**config.mk**
```make
export PLATFORM = sky130hd
export DESIGN_NAME = pixel_stream_adapter
export DESIGN_NICKNAME = d
export VERILOG_FILES = /design/src/rtl/pixel_stream_adapter.sv
export SDC_FILE = /design/constraint.sdc
export NUM_CORES = 1
export LEC_CHECK = 0
export CAP_MARGIN = 5
export CORE_ASPECT_RATIO = 1.4
export CORE_MARGIN = 1
export CORE_UTILIZATION = 50
export DETAILED_ROUTE_END_ITERATION = 16
export DONT_BUFFER_PORTS = 1
export GPL_ROUTABILITY_DRIVEN = 0
export PLACE_DENSITY = 0.67
export SYNTH_ARGS = -nofsm -noshare
export SYNTH_HDL_FRONTEND = slang
export SYNTH_SLANG_ARGS = --single-unit
```
**constraint.sdc**
```tcl
create_clock -name clk_pix -period 7.3 [get_ports clk_pix]
set_input_delay 1.46 -clock clk_pix [delete_from_list [all_inputs] [get_ports clk_pix]]
set_output_delay 1.46 -clock clk_pix [all_outputs]
set_load 0.1 [all_outputs]
```
**src/rtl/pixel_stream_adapter.sv**
```systemverilog
// Pixel stream adapter: buffers an upstream pixel stream in a small FIFO and
// presents it to a DVI encoder, locking the stream's sof marker to raster position (0,0).
module pixel_stream_adapter #(
    parameter int H_ACTIVE_PIXELS = 640,
    parameter int V_ACTIVE_LINES  = 480,
    parameter int FIFO_DEPTH      = 16
) (
    input  logic        clk_pix,
    input  logic        rst_n_pix,
    input  logic        in_valid,
    output logic        in_ready,
    input  logic [23:0] in_data,
    input  logic        in_sof,
    output logic [7:0]  r,
    output logic [7:0]  g,
    output logic [7:0]  b,
    input  logic        rgb_rdy,
    output logic        locked,
    output logic        err,
    output logic [7:0]  err_count
);

    localparam int AW = $clog2(FIFO_DEPTH);
    localparam int XW = (H_ACTIVE_PIXELS > 1) ? $clog2(H_ACTIVE_PIXELS) : 1;
    localparam int YW = (V_ACTIVE_LINES > 1) ? $clog2(V_ACTIVE_LINES) : 1;
    localparam logic [XW-1:0] X_LAST  = XW'(H_ACTIVE_PIXELS - 1);
    localparam logic [YW-1:0] Y_LAST  = YW'(V_ACTIVE_LINES - 1);
    localparam logic [AW:0]   PTR_ONE = (AW + 1)'(1);

    typedef enum logic {
        SYNC,
        LOCKED
    } state_t;

    state_t        state;
    logic [24:0]   mem [FIFO_DEPTH];
    logic [AW:0]   wr_ptr;
    logic [AW:0]   rd_ptr;
    logic [XW-1:0] pos_x;
    logic [YW-1:0] pos_y;

    logic        empty;
    logic        full;
    logic        push;
    logic        pop;
    logic        present;
    logic        fail;
    logic [24:0] head;
    logic        head_sof;
    logic        at_origin;
    logic        aligned;

    // Extra pointer MSB distinguishes full from empty when the indices match.
    assign empty     = (wr_ptr == rd_ptr);
    assign full      = (wr_ptr[AW] != rd_ptr[AW]) && (wr_ptr[AW-1:0] == rd_ptr[AW-1:0]);
    assign in_ready  = !full;
    assign push      = in_valid && !full;
    assign head      = mem[rd_ptr[AW-1:0]];
    assign head_sof  = head[24];
    assign at_origin = (pos_x == '0) && (pos_y == '0);
    assign aligned   = !empty && head_sof && at_origin;

    always_comb begin
        pop     = 1'b0;
        present = 1'b0;
        fail    = 1'b0;
        case (state)
            SYNC: begin
                if (aligned) begin
                    present = 1'b1;
                    pop     = rgb_rdy;
                end else if (!empty && !head_sof) begin
                    pop = 1'b1;
                end
            end
            LOCKED: begin
                present = !empty && (head_sof == at_origin);
                if (rgb_rdy) begin
                    pop  = present;
                    fail = !present;
                end
            end
        endcase
    end

    assign {r, g, b} = present ? head[23:0] : 24'h0;

    always_ff @(posedge clk_pix) begin
        if (push) begin
            mem[wr_ptr[AW-1:0]] <= {in_sof, in_data};
        end
    end

    always_ff @(posedge clk_pix or negedge rst_n_pix) begin
        if (!rst_n_pix) begin
            wr_ptr <= '0;
            rd_ptr <= '0;
        end else begin
            if (push) wr_ptr <= wr_ptr + PTR_ONE;
            if (pop)  rd_ptr <= rd_ptr + PTR_ONE;
        end
    end

    // Raster position tracks the encoder's consumption, whether locked or not.
    always_ff @(posedge clk_pix or negedge rst_n_pix) begin
        if (!rst_n_pix) begin
            pos_x <= '0;
            pos_y <= '0;
        end else if (rgb_rdy) begin
            if (pos_x == X_LAST) begin
                pos_x <= '0;
                pos_y <= (pos_y == Y_LAST) ? '0 : pos_y + YW'(1);
            end else begin
                pos_x <= pos_x + XW'(1);
            end
        end
    end

    always_ff @(posedge clk_pix or negedge rst_n_pix) begin
        if (!rst_n_pix) begin
            state     <= SYNC;
            locked    <= 1'b0;
            err       <= 1'b0;
            err_count <= 8'd0;
        end else begin
            err <= fail;
            if (fail && err_count != 8'hFF) begin
                err_count <= err_count + 8'd1;
            end
            case (state)
                SYNC: begin
                    if (aligned && rgb_rdy) begin
                        state  <= LOCKED;
                        locked <= 1'b1;
                    end
                end
                LOCKED: begin
                    if (fail) begin
                        state  <= SYNC;
                        locked <= 1'b0;
                    end
                end
            endcase
        end
    end

endmodule

```
# [Word-level counts from Yosys, hierarchy flattened]
# Memories as Yosys holds them, arrays and structs flattened.
# Cells that the tools add are included.
[word_totals] reg_bits=40 latch_bits=0 mem_bits_rw=400 romBits=0 input_bits=29 output_inout_bits=35 wordCells=60 mem_count=1
[op_classes] n_addsub=5 mul=0 n_div=0 n_lt_le_gt_ge=0 eq_ne=9 n_shift=0 n_mux=19 n_bitwise=1 n_reduce_logical=17
[memory_table] memory="mem" depth=16 width=25 rd=1 rd_clocked_by_memory_dff=0 wr=1 line_no="36" text="logic [24:0] mem [FIFO_DEPTH];"
[ops] op="$mux 24" n=1
[ops] op="$mux 1" n=12
[ops] op="$add 10x1->10 const B" n=1
[ops] op="$add 5x1->5 const B" n=2
[ops] op="$eq 10x10->1 const B" n=1
[ops] op="$logic_not 10->1" n=1
[ops] op="$mux 10" n=1
[ops] op="$add 9x1->9 const B" n=1
[ops] op="$eq 9x9->1 const B" n=1
[ops] op="$logic_and 1x1->1" n=9
[ops] op="$logic_not 9->1" n=1
[ops] op="$mux 9" n=1
[ops] op="$add 8x1->8 const B" n=1
[ops] op="$ne 8x8->1 const B" n=1
[ops] op="$pmux 1 s2" n=4
[ops] op="$eq 5x5->1" n=1
[ops] op="$eq 4x4->1" n=1
[ops] op="$logic_not 1->1" n=4
[ops] op="$reduce_and 2->1" n=2
[ops] op="$ne 2x1->1 const B" n=1
[ops] op="$ne 2x2->1 const B" n=1
[ops] op="$eq 1x1->1" n=1
[ops] op="$ne 1x1->1" n=1
[ops] op="$not 1->1" n=1

# [Logic depth before layout (Yosys ltp)]
[depth] word_depth=9 depth_mapped=9 depth_no_buf=8

# [Worst setup path after synthesis]
# Ideal clock, no wire load.
[synth_path] kind="register to output" from="reg rd_ptr[0]" to="out g[5]" arrival_ns=3.317 required_ns=5.840 slack_ns=2.523 path_stages_with_launch=10 path_buffers=3 path_cell_list="dfrtp_1 buf_6 buf_6 mux4_2 mux2i_4 mux2i_4 nor3b_1 o21ai_2 clkbuf_1 nor2b_1"
[synth_via] elab_chain_cells=7 elab_cells_between_ends=10 cone_classes="2 x eq/ne; 3 x mux; 4 x reduce/logical; 1 x memory"
[synth_rtl] element="start: declaration" line_no="38" text="logic [AW:0] rd_ptr;"
[synth_rtl] element="start signal: assignment" line_no="100" text="if (pop) rd_ptr <= rd_ptr + PTR_ONE;"
[synth_rtl] element="parallel branches: the longest is 6 deep, another holds $mem_v2 16x25"
[synth_rtl] element="$mux 24 (*)" line_no="86" text="assign {r, g, b} = present ? head[23:0] : 24'h0;"
[synth_rtl] element="end: declaration" line_no="15" text="output logic [7:0] g,"
# Every way passes the cells marked *.

# [Final worst setup path]
[layout_path] from="reg rd_ptr[1]" to="out r[0]"
[layout_via] elab_chain_cells=7 elab_cells_between_ends=10 cone_classes="2 x eq/ne; 3 x mux; 4 x reduce/logical; 1 x memory"
[layout_rtl] element="parallel branches: the longest is 6 deep, another holds $mem_v2 16x25"
[layout_rtl] element="$mux 24 (*)" line_no="86"
[layout_rtl] element="end: declaration" line_no="14" text="output logic [7:0] r,"
# Marked as above.

==> flow_summary.toml <==
[sta]
period_needed_ns = 6.02
fin_setup_tns_ns = 0
tightestPinTransition_ns = 1.24
layout_worst_path_cycle_share_pct = 82.5
slew_headroom_pct = 16.8
rsz0062_at_grt = "false"
finalSetupViolCount = 0
finClkSkew_ns = 0.0184
hold_violations = 0
max_freq_mhz = 166
slew_viol_final = 0

[detailed_routing]
drc_errors = 0
wirelength_um = 36200
via_per_inst = 6.11
ant_nets = 0
initialDrtViolationCount = 822
drtPass1Iterations = 5
dr_total_vias = 8192
wire_per_inst_um = 27.0

[synthesis]
synthTopCellsByArea = "edfxtp_1, mux4_2, dfrtp_1"
yosys.area.top_type = "edfxtp_1"
yosysUniqueCellTypes = 42
yosys_most_used_dff = "edfxtp_1"
ys_warn_count = 0
post_synth_fa_ha_maj_area_fraction_pct = 0.716
syn_area_um2 = 17500
synth-simple-area-share_pct = 4.43
synth.ff_latch_count = 440
synth_compound_area_share_pct = 0.888
ys_seq_area_share_pct = 74.5
syn-num-nets = 870
postSynthAreaPerCell_um2 = 21.0
synthCells = 831
synth_edf_count = 400
synth_xor_area_share_pct = 1.50
synth_top_area_share_pct = 68.8
ys_async_sr_fraction_pct = 9.09
muxShareOfSynthArea_pct = 16.8
synth_top_family_by_area = "multiplexers"

[die]
die_width_um = 160
rows = 80
dieArea_um2 = 35700
dieHeight_um = 223
start_util_pct = 51.0
pin_count = 64
core_um2 = 34200

[status]
status = "finished clean"

[grt]
grt_pass1_vias = 8713
antenna_found_initial = 0
grt_max_degree = 77
overflow = 0
grt_pass1_wl_um = 54800
grt_usage_pct = 21.1

[clocking]
h-tree-depth = 2
postCtsHoldBufs = 0
cts_sinks = 440
cts_tree = "yes"
clockBufferDepth = 3
cts.clk_slew.worst_paths_ns = 0.07
cts_resized = 0
root_buffer = "clkbuf_16"
clkLatencyLatePin_ns = 0.55
post_cts_buffers = 0
cts_buffers = 42

[finish]
mostFrequentLayoutCells = "edfxtp_1, mux4_2, clkbuf_16"
stdcell_area_um2 = 19500
layout.nets = 897
multi_input_area_um2 = 4370
area_growth_pct = 11.5
fillers = 2483
layout.area.seq_um2 = 13000
num_antenna_cells = 0
layout_commonest_cell = "edfxtp_1"
final_util_pct = 56.9
layout-drive-gt1-share_pct = 28.8

[hold_path]
worstHoldPathType = "flop to flop"
hold_start = "rd_ptr[4]$_DFFE_PN0P_"

[job]
cap_viol_max_count = 0

[critical_path]
cp-start-kind = "flop"
required_ns = 5.84
cp.arrival_ns = 4.56
worstSetupPathType = "flop to output pin"
cp_common_cell = "buf_4"
cp_slowest_cell = "buf_4"
cp_max_fo = 76
crit_start = "rd_ptr[1]$_DFFE_PN0P_"
cpPeakStageDelay_ns = 0.95
crit_chain = "buf_4 -> xor2_1 -> nor4_1 -> nand2_1 -> o21ai_4 -> buf_4 -> nor2b_2"
end_kind = "output pin"
worst_r2r_startpoint = "rd_ptr[1]$_DFFE_PN0P_"

[pwr]
vdd_drop_max_uv = 228
powerDensity_nw_per_um2 = 369
leakage_nw = 6.21
finalPower_mw = 7.18

[placement]
placed_area_um2 = 18100
hpwl_um = 20300
numPortBuffers = 0
-- final timing paths --
kind / to / slack (ns) / depth (start not counted)
max in group asynchronous: rd_ptr[0]$_DFFE_PN0P_ / 6.60 / 0
worst max-delay path: r[0] / 1.28 / 7
worst min register to register: rd_ptr[4]$_DFFE_PN0P_ / 0.49 / 1
min in group asynchronous: rd_ptr[1]$_DFFE_PN0P_ / 0.60 / 0
worst min-delay path: rd_ptr[4]$_DFFE_PN0P_ / 0.49 / 1
worst max register to register: mem[3][1]$_DFFE_PP_ / 1.82 / 8
-- metrics by stage --
step | hold slack [ns] | instances | worst slack, ns
5_1_grt | 0.538 | 1340 | 1.14
2_1_floorplan | 0.466 | 831 | 2.52
4_1_cts | 0.499 | 1340 | 1.24
3_3_place_gp | 0.483 | 1265 | 1.81
3_5_place_dp | 0.486 | 1265 | 1.80
6_report | 0.492 | 1340 | 1.28
-- routing by layer --
layer  part of all wire (%)  wire, um  global-route usage [%]  vias to the layer above
li1                       -         -                       -                     3455
met1                     38     13900                    26.6                     4398
met2                     53     19300                    37.1                      274
met3                    6.3      2290                    4.11                       65
met4                    2.2       785                    6.24                        0
met5                      0         0                       0                        -
-- cells in the mapped netlist (10+ instances only) --
library cell  instances
edfxtp_1            400
mux4_2              124
dfrtp_1              40
nand2_1              31
nor2b_1              29
nor2_1               25
xnor2_1              23
clkbuf_1             19
inv_1                12
buf_2                11
o21ai_0              11
ha_1                 10
nand3_1              10
nand4_1              10
-- worst max-delay path: cells and delay by family (launching register included) --
kind            cells  cell delay [ns]
buf+inv             2             1.41
compound gates      1             0.24
simple gates        3             1.38
flops               1             0.69
xor+xnor            1             0.15
-- where the power goes --
part	total, mW	internal, mW	switching, mW
registers	3.29	3.04	0.251
clock network	2.12	1.21	0.910
logic	1.78	0.966	0.812
total	7.18	5.21	1.97
-- state kept, by name, summed over array words and instances (netlist names) --
signal,count
mem,400
pos_x,10
pos_y,9
err_count,8
rd_ptr,5
wr_ptr,5
err,1
locked,1
state,1
-- cell type report --
class	count	share of cell area (%)
multi-input cells	342	22.4
flip-flops and latches	440	66.8
well taps	451	2.90
repair buffers	20	0.771
clock inverters	25	1.28
clock buffers	50	5.55
inverters	12	0.231
-- logic make-up (layout without fill, tap and decap cells) --
| group | count (synthesis) | count (layout) |
|---|---|---|
| compound gates | 25 | 25 |
| xor+xnor | 30 | 30 |
| fa+ha+maj | 10 | 10 |
| buf+inv | 49 | 107 |
| flops | 440 | 440 |
| mux | 133 | 133 |
| simple gates | 144 | 144 |
Note: power is estimated with default switching activity, not from simulation.
